===== src/rtl/inpkt_builder_pkg.sv =====
// Shared constants, FSM encoding and a width helper for the input-packet builder
// and its parser-side counterpart.
package inpkt_builder_pkg;

  function automatic int f_msb(input int value);
    int m;
    m = 0;
    for (int i = 0; i < 31; i++) begin
      if (value[i]) m = i;
    end
    return m;
  endfunction

  localparam int DEF_PKT_MAX_LEN = 16 * 65536;
  localparam int DEF_PKT_LEN_MSB = f_msb(DEF_PKT_MAX_LEN);

  localparam int HDR_LEN  = 10;
  localparam int CSUM_LEN = 4;

  localparam logic [7:0] PKT_TYPE_WORD_LIST = 8'd1;
  localparam logic [7:0] PKT_TYPE_WORD_GEN  = 8'd2;
  localparam logic [7:0] PKT_TYPE_CONFIG    = 8'd3;

  typedef enum logic [2:0] {
    IDLE,
    HDR,
    HDR_CSUM,
    DATA,
    DATA_CSUM
  } state_t;

endpackage


===== src/rtl/inpkt_builder_if.sv =====
// Command, payload-FIFO and packet-FIFO signals of the builder; master is the builder side.
interface inpkt_builder_if #(
  parameter int LEN_W = inpkt_builder_pkg::DEF_PKT_LEN_MSB + 1
) ();
  logic [7:0]       cmd_type;
  logic [LEN_W-1:0] cmd_len;
  logic [15:0]      cmd_id;
  logic             cmd_wr_en;
  logic             cmd_full;
  logic [7:0]       din;
  logic             rd_en;
  logic             empty;
  logic [7:0]       dout;
  logic             wr_en;
  logic             full;
  logic             err_cmd_len;

  modport master (
    input  cmd_type, cmd_len, cmd_id, cmd_wr_en, din, empty, full,
    output cmd_full, rd_en, dout, wr_en, err_cmd_len
  );

  modport slave (
    output cmd_type, cmd_len, cmd_id, cmd_wr_en, din, empty, full,
    input  cmd_full, rd_en, dout, wr_en, err_cmd_len
  );
endinterface


===== src/rtl/inpkt_builder_csum.sv =====
// Running packet checksum: sums little-endian 32-bit words fed one byte at a time
// and presents the inverted sum.
module pkt_checksum_acc (
  input  logic        CLK,
  input  logic        rst_n,
  input  logic [7:0]  i_byte,
  input  logic [1:0]  i_index,
  input  logic        i_clear,
  input  logic        i_enable,
  output logic [31:0] o_csum
);
  logic [31:0] r_acc;
  logic [31:0] w_base;
  logic [31:0] w_term;

  assign w_term = {24'd0, i_byte} << {i_index, 3'b000};
  // Clear wins over the stale sum but still lets a same-cycle byte in.
  assign w_base = i_clear ? 32'd0 : r_acc;

  always_ff @(posedge CLK or negedge rst_n) begin
    if (!rst_n) begin
      r_acc <= 32'd0;
    end else if (i_clear || i_enable) begin
      r_acc <= w_base + (i_enable ? w_term : 32'd0);
    end
  end

  assign o_csum = ~r_acc;
endmodule


===== src/rtl/inpkt_builder.sv =====
// Frames payload bytes into header / header checksum / data / data checksum and
// streams them into a byte FIFO, one byte per cycle when not stalled.
module inpkt_builder
  import inpkt_builder_pkg::*;
#(
  parameter logic [7:0] VERSION     = 8'd2,
  parameter int         PKT_MAX_LEN = DEF_PKT_MAX_LEN,
  parameter int         PKT_LEN_MSB = f_msb(PKT_MAX_LEN)
) (
  input  logic            CLK,
  input  logic            rst_n,
  inpkt_builder_if.master bus
);
  localparam int               LEN_W       = PKT_LEN_MSB + 1;
  localparam logic [LEN_W-1:0] C_MAX_LEN   = LEN_W'(PKT_MAX_LEN);
  localparam logic [LEN_W-1:0] C_HDR_LAST  = LEN_W'(HDR_LEN - 1);
  localparam logic [LEN_W-1:0] C_CSUM_LAST = LEN_W'(CSUM_LEN - 1);
  localparam logic [LEN_W-1:0] C_ONE       = LEN_W'(1);

  state_t           r_state;
  logic [LEN_W-1:0] r_idx;
  logic [LEN_W-1:0] r_len;
  logic [7:0]       r_type;
  logic [15:0]      r_id;
  logic             r_err;

  logic             w_wr;
  logic             w_rd;
  logic             w_idx_last;
  logic             w_len_bad;
  logic [23:0]      w_len24;
  logic [7:0]       w_hdr_byte;
  logic [7:0]       w_csum_byte;
  logic [31:0]      w_csum;
  logic             w_cs_clear;
  logic             w_cs_en;

  assign w_wr = (r_state != IDLE) && !bus.full && ((r_state != DATA) || !bus.empty);
  assign w_rd = (r_state == DATA) && !bus.empty && !bus.full;
  assign w_len_bad = (bus.cmd_len == '0) || (bus.cmd_len > C_MAX_LEN);
  assign w_len24 = 24'(r_len);

  always_comb begin
    w_idx_last = 1'b0;
    case (r_state)
      HDR:                 w_idx_last = (r_idx == C_HDR_LAST);
      HDR_CSUM, DATA_CSUM: w_idx_last = (r_idx == C_CSUM_LAST);
      DATA:                w_idx_last = (r_idx == (r_len - C_ONE));
      default:             w_idx_last = 1'b0;
    endcase
  end

  always_comb begin
    w_hdr_byte = 8'd0;
    case (r_idx[3:0])
      4'd0:    w_hdr_byte = VERSION;
      4'd1:    w_hdr_byte = r_type;
      4'd4:    w_hdr_byte = w_len24[7:0];
      4'd5:    w_hdr_byte = w_len24[15:8];
      4'd6:    w_hdr_byte = w_len24[23:16];
      4'd8:    w_hdr_byte = r_id[7:0];
      4'd9:    w_hdr_byte = r_id[15:8];
      default: w_hdr_byte = 8'd0;
    endcase
  end

  always_comb begin
    case (r_idx[1:0])
      2'd0:    w_csum_byte = w_csum[7:0];
      2'd1:    w_csum_byte = w_csum[15:8];
      2'd2:    w_csum_byte = w_csum[23:16];
      default: w_csum_byte = w_csum[31:24];
    endcase
  end

  // The accumulator restarts while idle and again as the header checksum finishes,
  // so each checksum covers only its own section.
  assign w_cs_clear = (r_state == IDLE) || ((r_state == HDR_CSUM) && w_wr && w_idx_last);
  assign w_cs_en    = w_wr && ((r_state == HDR) || (r_state == DATA));

  pkt_checksum_acc u_csum (
    .CLK      (CLK),
    .rst_n    (rst_n),
    .i_byte   ((r_state == DATA) ? bus.din : w_hdr_byte),
    .i_index  (r_idx[1:0]),
    .i_clear  (w_cs_clear),
    .i_enable (w_cs_en),
    .o_csum   (w_csum)
  );

  always_ff @(posedge CLK or negedge rst_n) begin
    if (!rst_n) begin
      r_state <= IDLE;
      r_idx   <= '0;
      r_len   <= '0;
      r_type  <= 8'd0;
      r_id    <= 16'd0;
      r_err   <= 1'b0;
    end else begin
      case (r_state)
        IDLE: begin
          r_idx <= '0;
          if (bus.cmd_wr_en) begin
            if (w_len_bad) begin
              r_err <= 1'b1;
            end else begin
              r_len   <= bus.cmd_len;
              r_type  <= bus.cmd_type;
              r_id    <= bus.cmd_id;
              r_state <= HDR;
            end
          end
        end
        HDR, HDR_CSUM, DATA, DATA_CSUM: begin
          if (w_wr) begin
            if (w_idx_last) begin
              r_idx <= '0;
              case (r_state)
                HDR:      r_state <= HDR_CSUM;
                HDR_CSUM: r_state <= DATA;
                DATA:     r_state <= DATA_CSUM;
                default:  r_state <= IDLE;
              endcase
            end else begin
              r_idx <= r_idx + C_ONE;
            end
          end
        end
        default: r_state <= IDLE;
      endcase
    end
  end

  always_comb begin
    case (r_state)
      HDR:                 bus.dout = w_hdr_byte;
      HDR_CSUM, DATA_CSUM: bus.dout = w_csum_byte;
      DATA:                bus.dout = bus.din;
      default:             bus.dout = 8'd0;
    endcase
  end

  assign bus.wr_en       = w_wr;
  assign bus.rd_en       = w_rd;
  assign bus.cmd_full    = (r_state != IDLE);
  assign bus.err_cmd_len = r_err;
endmodule


===== src/flat_wrapper.sv =====
// flat-port wrapper written by rule: the top's interface ports become plain ports
module inpkt_builder_flat import inpkt_builder_pkg::*;
#(
  parameter logic [7:0] VERSION     = 8'd2,
  parameter int         PKT_MAX_LEN = DEF_PKT_MAX_LEN,
  parameter int         PKT_LEN_MSB = f_msb(PKT_MAX_LEN)
)
  (CLK, rst_n, bus_cmd_type, bus_cmd_len, bus_cmd_id, bus_cmd_wr_en, bus_din, bus_empty, bus_full, bus_cmd_full, bus_rd_en, bus_dout, bus_wr_en, bus_err_cmd_len);
  inpkt_builder_if #(.LEN_W(21)) bus_i ();
  input  logic CLK;
  input  logic rst_n;
  input wire logic [$bits(bus_i.cmd_type)-1:0] bus_cmd_type;
  input wire logic [$bits(bus_i.cmd_len)-1:0] bus_cmd_len;
  input wire logic [$bits(bus_i.cmd_id)-1:0] bus_cmd_id;
  input wire logic [$bits(bus_i.cmd_wr_en)-1:0] bus_cmd_wr_en;
  input wire logic [$bits(bus_i.din)-1:0] bus_din;
  input wire logic [$bits(bus_i.empty)-1:0] bus_empty;
  input wire logic [$bits(bus_i.full)-1:0] bus_full;
  output wire logic [$bits(bus_i.cmd_full)-1:0] bus_cmd_full;
  output wire logic [$bits(bus_i.rd_en)-1:0] bus_rd_en;
  output wire logic [$bits(bus_i.dout)-1:0] bus_dout;
  output wire logic [$bits(bus_i.wr_en)-1:0] bus_wr_en;
  output wire logic [$bits(bus_i.err_cmd_len)-1:0] bus_err_cmd_len;
  assign bus_i.cmd_type = bus_cmd_type;
  assign bus_i.cmd_len = bus_cmd_len;
  assign bus_i.cmd_id = bus_cmd_id;
  assign bus_i.cmd_wr_en = bus_cmd_wr_en;
  assign bus_i.din = bus_din;
  assign bus_i.empty = bus_empty;
  assign bus_i.full = bus_full;
  assign bus_cmd_full = bus_i.cmd_full;
  assign bus_rd_en = bus_i.rd_en;
  assign bus_dout = bus_i.dout;
  assign bus_wr_en = bus_i.wr_en;
  assign bus_err_cmd_len = bus_i.err_cmd_len;
  inpkt_builder #(.VERSION(VERSION), .PKT_MAX_LEN(PKT_MAX_LEN), .PKT_LEN_MSB(PKT_LEN_MSB)) u_core (.CLK(CLK), .rst_n(rst_n), .bus(bus_i));
endmodule

===== config.mk =====
export PLATFORM = sky130hd
export DESIGN_NAME = inpkt_builder_flat
export DESIGN_NICKNAME = d
export VERILOG_FILES = /design/src/rtl/inpkt_builder_pkg.sv /design/src/rtl/inpkt_builder_if.sv /design/src/rtl/inpkt_builder_csum.sv /design/src/rtl/inpkt_builder.sv /design/src/flat_wrapper.sv
export SDC_FILE = /design/constraint.sdc
export NUM_CORES = 1
export LEC_CHECK = 0
export BUFFER_PORTS_ARGS = -buffer_cell sky130_fd_sc_hd__buf_2
export CAP_MARGIN = 20
export CORE_UTILIZATION = 65
export DETAILED_ROUTE_END_ITERATION = 6
export PLACE_DENSITY = 0.95
export SLEW_MARGIN = 20
export SYNTH_ARGS = -nofsm -noshare
export SYNTH_HDL_FRONTEND = slang
export SYNTH_SLANG_ARGS = --single-unit

===== constraint.sdc =====
create_clock -name CLK -period 18.25 [get_ports CLK]
set_clock_uncertainty 0.1 [all_clocks]
set_input_delay 1.825 -clock CLK [delete_from_list [all_inputs] [get_ports CLK]]
set_output_delay 1.825 -clock CLK [all_outputs]
set_load 0.03 [all_outputs]

==> results of run 1 <==
-- through the flow --
step           cell area [um^2]    util  cells
5_1_grt                    8808  0.7273   1118
2_1_floorplan              8160       -    915
3_5_place_dp               8498  0.7017   1102
6_report                   8808  0.7273   1118
3_3_place_gp               8498  0.7017   1102
4_1_cts                    8801  0.7267   1118
-- synthesized netlist by cell type (3+ instances only) --
library cell  instances
buf_1                 5
a211oi_1              8
ha_1                 36
nand3_1              29
a221oi_1              3
o31a_1                4
clkbuf_1             37
or2_2                10
o21ai_0              39
o21bai_1              3
nor2_1               85
a21oi_1              52
a31oi_1              11
a22o_1                4
a21o_1               10
mux2i_1              19
and3_1               39
nand2_1              51
or4_1                 6
nand4_1              10
o32ai_1               3
a2bb2oi_1             8
xnor2_1              32
or3_1                12
buf_2                 4
nor4_1               17
o22ai_1              15
o211ai_1              4
a22oi_1               9
inv_1                30
o21ai_1               8
xor2_1               27
and2_1                4
dfrtp_1             102
nor3_1               17
o21a_1                5
mux2_4               25
nor2b_1               9
o311a_1               9
nand2b_1             12
mux2_2               45
nand3b_1              3
o31ai_1               3
buf_6                 5
-- final timing paths --
| path | start | end | slack [ns] | cells after the start |
|---|---|---|---|---|
| max | u_core.r_state[0] | u_core.u_csum.r_acc[22] | 10.98 | 18 |
| min | u_core.r_type[1] | u_core.r_type[1] | 0.41 | 1 |
| max reg2reg | u_core.r_state[0] | u_core.u_csum.r_acc[22] | 10.98 | 18 |
| min reg2reg | u_core.r_type[1] | u_core.r_type[1] | 0.41 | 1 |
| max in group asynchronous | rst_n | u_core.u_csum.r_acc[30] | 15.54 | 2 |
| min in group asynchronous | rst_n | u_core.r_type[4] | 1.34 | 1 |
-- cell type report --
class,count,area share
multi-input cells,730,0.5980
flip-flops and latches,102,0.2898
repair buffers,70,0.04034
clock buffers,9,0.02557
well taps,168,0.02386
inverters,32,0.01364
clock inverters,7,0.008807
-- per-layer routing --
layer,track usage,part of all wire,vias up
met5,0,0,-
met4,0.1610,0.041,0
met3,0.07226,0.12,106
met2,0.5851,0.45,571
met1,0.5139,0.39,3636
li1,-,-,3455
-- cells by family after synthesis --
kind of cell,count (synthesis),synth area share
XOR/XNOR,60,0.06608
adder cells (fa/ha/maj),37,0.05765
AO/OA/AOI/OAI,221,0.1797
AND/OR/NAND/NOR,321,0.2062
multiplexers,91,0.1342
buffers and inverters,83,0.04339
flip-flops,102,0.3128
-- registers in the layout, indices dropped and copies added, names as in the netlist --
| signal | count |
|---|---|
| u_core.r_idx | 21 |
| u_core.r_len | 21 |
| u_core.bus.err_cmd_len | 1 |
| u_core.r_id | 16 |
| u_core.r_state | 3 |
| u_core.r_type | 8 |
| u_core.u_csum.r_acc | 32 |
-- where the power goes --
group | internal (uW) | switching [uW] | total, uW | leakage, uW
clock | 97.7 | 101 | 199 | 0.000150
sequential | 317 | 133 | 450 | 0.00129
combinational | 343 | 454 | 797 | 0.00263
==> flow_metrics.py, run 1 <==
metrics = {
    "critical_path": {
        "critPathMaxFanout": 34,
        "critPathKind": "reg -> reg",
        "slowest_delay_ns": 0.92,
        "cp.required_ns": 18.40,
        "cp_cell_sequence": "nand3_1 > a21oi_1 > nand2b_1 > o2111ai_1 > and4bb_2 > nand4_2 > and3_1 > ha_1 > fa_1 > a21o_1 > a221oi_1 > o31a_1 > o21ai_0 > a21boi_0 > nor2_1 > a311oi_1 > nor4_1 > mux2_4",
        "path_buf_inv": 0,
        "start_kind": "register",
        "endpoint_kind": "register",
        "crit_arrival_ns": 7.42,
        "slowest_stage": "nand3_1",
        "crit_family": "simple AND/OR/NAND/NOR gates",
    },
    "floorplanning": {
        "rows": 40,
        "die_h_um": 114.0,
        "initial_utilization": 0.6738,
        "dieArea_um2": 13010,
        "die_w_um": 114.0,
        "coreArea_um2": 12110,
        "ios": 70,
    },
    "detailed_routing": {
        "drtIter0Drc": 1078,
        "drtPass1Iterations": 6,
        "drc": 0,
        "detail-route-antenna-nets": 0,
        "routed-via-count": 7768,
        "wire_per_inst_um": 21.13,
        "via_per_inst": 6.948,
        "finalWirelength_mm": 23.62,
    },
    "power_and_ir_drop": {
        "leakagePower_uw": 0.004071,
        "ir_worst_vdd_mv": 0.1133,
        "power_density_nw_per_um2": 164.1,
        "finalPower_uw": 1445,
    },
    "run": {
        "drv_cap": 0,
    },
    "place": {
        "finalWeightedCongestion": 0.9740,
        "portBuffers": 69,
        "dp_slack_ns": 11.29,
        "post-dp-hpwl_mm": 17.04,
    },
    "sta": {
        "finalSetupViolations": 0,
        "rsz0062_at_grt": "no",
        "fin_setup_tns_ns": 0,
        "hold_violations": 0,
        "finalCritPeriodShare": 0.3981,
        "max-slew-margin-rel": 0.2670,
        "worstMarginPinSlew_ns": 1.100,
        "layout_setup_ws_ns": 10.98,
        "drv_slew": 0,
        "holdWs_ns": 0.4138,
        "period_needed_ns": 7.266,
        "max_freq_mhz": 137.6,
    },
    "logic_synthesis": {
        "syn_area_um2": 8160,
        "async_flop_share": 1.000,
        "synth_edf_count": 0,
        "netlist-cell-type-count": 77,
        "yosysWarnings": 0,
        "synth.avg_cell_area_um2": 8.918,
        "synthDominantCellAreaShare": 0.3128,
        "synth_area_leaders": "dfrtp_1, mux2_2, ha_1",
        "ys.flop_type": "dfrtp_1",
        "netlist_instances": 915,
        "syn_nets": 1010,
        "synth_seq_area_share": 0.3128,
        "ys_ff_latch": 102,
        "yosysTopAreaCell": "dfrtp_1",
    },
    "cts": {
        "cts-root-buf": "clkbuf_16",
        "htreeDepth": 3,
        "post_cts_hold_buffer_count": 0,
        "cts.clk_slew.worst_paths_ns": 0.08,
        "insertion_delay_ns": 0.37,
        "cts_setup_buffers": 0,
        "cts.sink_count": 102,
        "ctsResizeCount": 0,
        "cts_made_buffers": 9,
        "ctsLongestPathBuffers": 2,
        "cts_tree": "done",
    },
    "outcome": {
        "status": "complete, no violations",
    },
    "cells_and_area": {
        "final_common_cell": "dfrtp_1",
        "area_growth_pct": 7.942,
        "n_antenna_cell": 0,
        "nNetsFinal": 1040,
        "fill_cells": 910,
        "multiInputGateArea_um2": 5268,
        "final_cell_mix": "dfrtp_1, nor2_1, buf_2",
        "ff_latch_area_um2": 2552,
        "layout-drive-gt1-share": 0.1853,
    },
    "global_route": {
        "grt_pass1_vias": 7302,
        "grt_usage": 0.3759,
        "grt_max_degree": 59,
        "antenna_found_initial": 0,
        "grt_pass1_wl_mm": 37.82,
        "overflow": 0,
    },
    "min_path": {
        "min_path_type": "reg -> reg",
    },
}
(Power assumes the default switching activity.)
==> run 2, diff against run 1 <==
- CORE_UTILIZATION: 65 -> 61
- PLACE_DENSITY: 0.95 -> 0.92
- clock period: 18.25 -> 7.2 ns (I/O delays scaled with it)
==> flow_metrics.py, run 2 (synthesis gave the netlist of run 1 again) <==
metrics = {
    "min_path": {
        "min_path_type": "in -> async",
    },
    "cells_and_area": {
        "n_antenna_cell": 0,
        "nNetsFinal": 1047,
        "layout-drive-gt1-share": 0.1923,
        "top_regs": "u_core.u_csum.r_acc: 32 flops, u_core.r_idx: 21 flops, u_core.r_len: 21 flops",
        "max_flop_register": "u_core.u_csum.r_acc",
        "final_common_cell": "dfrtp_1",
        "largest_reg_flops": 32,
        "final_cell_mix": "dfrtp_1, nor2_1, buf_2",
        "fill_cells": 1006,
        "area_growth_pct": 8.648,
    },
    "detailed_routing": {
        "finalWirelength_mm": 23.58,
        "wire_per_inst_um": 20.89,
        "detail-route-antenna-nets": 0,
        "drc": 0,
        "drtIter0Drc": 887,
        "routed-via-count": 7617,
        "drtPass1Iterations": 7,
        "via_per_inst": 6.747,
    },
    "floorplanning": {
        "ios": 70,
        "dieArea_um2": 13840,
        "rows": 41,
        "die_w_um": 117.7,
        "coreArea_um2": 12820,
        "die_h_um": 117.7,
        "initial_utilization": 0.6363,
    },
    "cts": {
        "cts_setup_buffers": 0,
        "ctsLongestPathBuffers": 2,
        "cts_made_buffers": 9,
        "cts.clk_slew.worst_paths_ns": 0.08,
        "cts.sink_count": 102,
        "insertion_delay_ns": 0.36,
        "htreeDepth": 3,
        "cts_tree": "done",
        "post_cts_hold_buffer_count": 0,
        "ctsResizeCount": 0,
        "cts-root-buf": "clkbuf_16",
    },
    "global_route": {
        "grt_pass1_wl_mm": 37.83,
        "antenna_found_initial": 0,
        "grt_max_degree": 75,
        "overflow": 0,
        "grt_pass1_vias": 7272,
        "grt_usage": 0.3422,
    },
    "power_and_ir_drop": {
        "leakagePower_uw": 0.004097,
        "finalPower_uw": 3677,
        "ir_worst_vdd_mv": 0.3195,
        "power_density_nw_per_um2": 414.7,
    },
    "place": {
        "post-dp-hpwl_mm": 17.11,
        "portBuffers": 69,
        "finalWeightedCongestion": 0.9695,
    },
    "critical_path": {
        "slowest_stage": "or4_1",
        "slowest_delay_ns": 0.67,
        "endpoint_kind": "register",
        "crit_arrival_ns": 6.94,
        "cp_cell_sequence": "or4_4 > or4_1 > or3_1 > a21oi_1 > xnor2_1 > and4bb_1 > nand4_2 > and3_1 > ha_1 > fa_1 > a21o_1 > a221oi_1 > o31a_1 > o21ai_0 > a21boi_0 > nor2_1 > a311oi_1 > nor4_1 > mux2_4",
        "critPathMaxFanout": 21,
        "cp.required_ns": 7.35,
        "start_kind": "register",
        "critPathKind": "reg -> reg",
    },
    "sta": {
        "finalCritPeriodShare": 0.9427,
        "finalSetupViolations": 0,
        "worstMarginPinSlew_ns": 1.056,
        "hold_violations": 0,
        "fin_setup_tns_ns": 0,
        "drv_slew": 0,
        "rsz0062_at_grt": "no",
        "period_needed_ns": 6.788,
        "max-slew-margin-rel": 0.2958,
        "max_freq_mhz": 147.3,
    },
    "run": {
        "drv_cap": 0,
    },
    "outcome": {
        "status": "complete, no violations",
    },
}
-- run 2: critical path, delay by kind of cell, from the launching register on --
family          cells  cell delay, ns
fa+ha+maj           2            0.64
compound gates      7            2.01
flops               1            0.49
mux                 1            0.27
xor+xnor            1            0.15
simple gates        8            3.00
-- run 2: final cells by class --
cell class	instances	area [um^2]	area share
timing repair buffer	77	407.9	0.04601
clock buffer	9	225.2	0.02540
sequential	102	2552	0.2879
tap	172	215.2	0.02427
inverter	32	120.1	0.01355
clock inverter	7	73.82	0.008326
multi-input combinational	730	5271	0.5946
-- run 2: per-stage QoR --
stage	hold slack, ns	std cells	util	instance area (um^2)	setup WS [ns]
5_1_grt	0.1918	1129	0.6913	8866	0.1756
3_3_place_gp	0.3725	1113	0.6671	8556	0.7590
4_1_cts	0.1810	1129	0.6904	8855	0.5881
6_report	0.1662	1129	0.6913	8866	0.4123
2_1_floorplan	0.3244	915	-	8160	1.391
3_5_place_dp	0.3759	1113	0.6671	8556	0.6021
-- run 2: power breakdown --
group	switching (uW)	internal (uW)	leakage [uW]
sequential	314	804	0.00129
clock	260	246	0.000144
combinational	1170	887	0.00266
total	1740	1940	0.00410
-- run 2: worst paths after layout --
kind / slack [ns] / cells after the start / to / start
hold / removal: 0.17 / 1 / u_core.r_len[12] / rst_n
hold reg to reg: 0.39 / 1 / u_core.bus.err_cmd_len / u_core.bus.err_cmd_len
setup reg to reg: 0.41 / 19 / u_core.u_csum.r_acc[22] / u_core.r_len[3]
min in group CLK: 0.39 / 1 / u_core.bus.err_cmd_len / u_core.bus.err_cmd_len
setup / recovery: 0.41 / 19 / u_core.u_csum.r_acc[22] / u_core.r_len[3]
max in group asynchronous: 5.55 / 2 / u_core.u_csum.r_acc[28] / rst_n
-- run 2: layer usage --
metal  track usage  up-vias  part of all wire
met1        0.4741     3576              0.42
li1              -     3455                 -
met2        0.5110      496              0.44
met4        0.1787        0             0.045
met5             0        -                 0
met3       0.05959       90              0.10
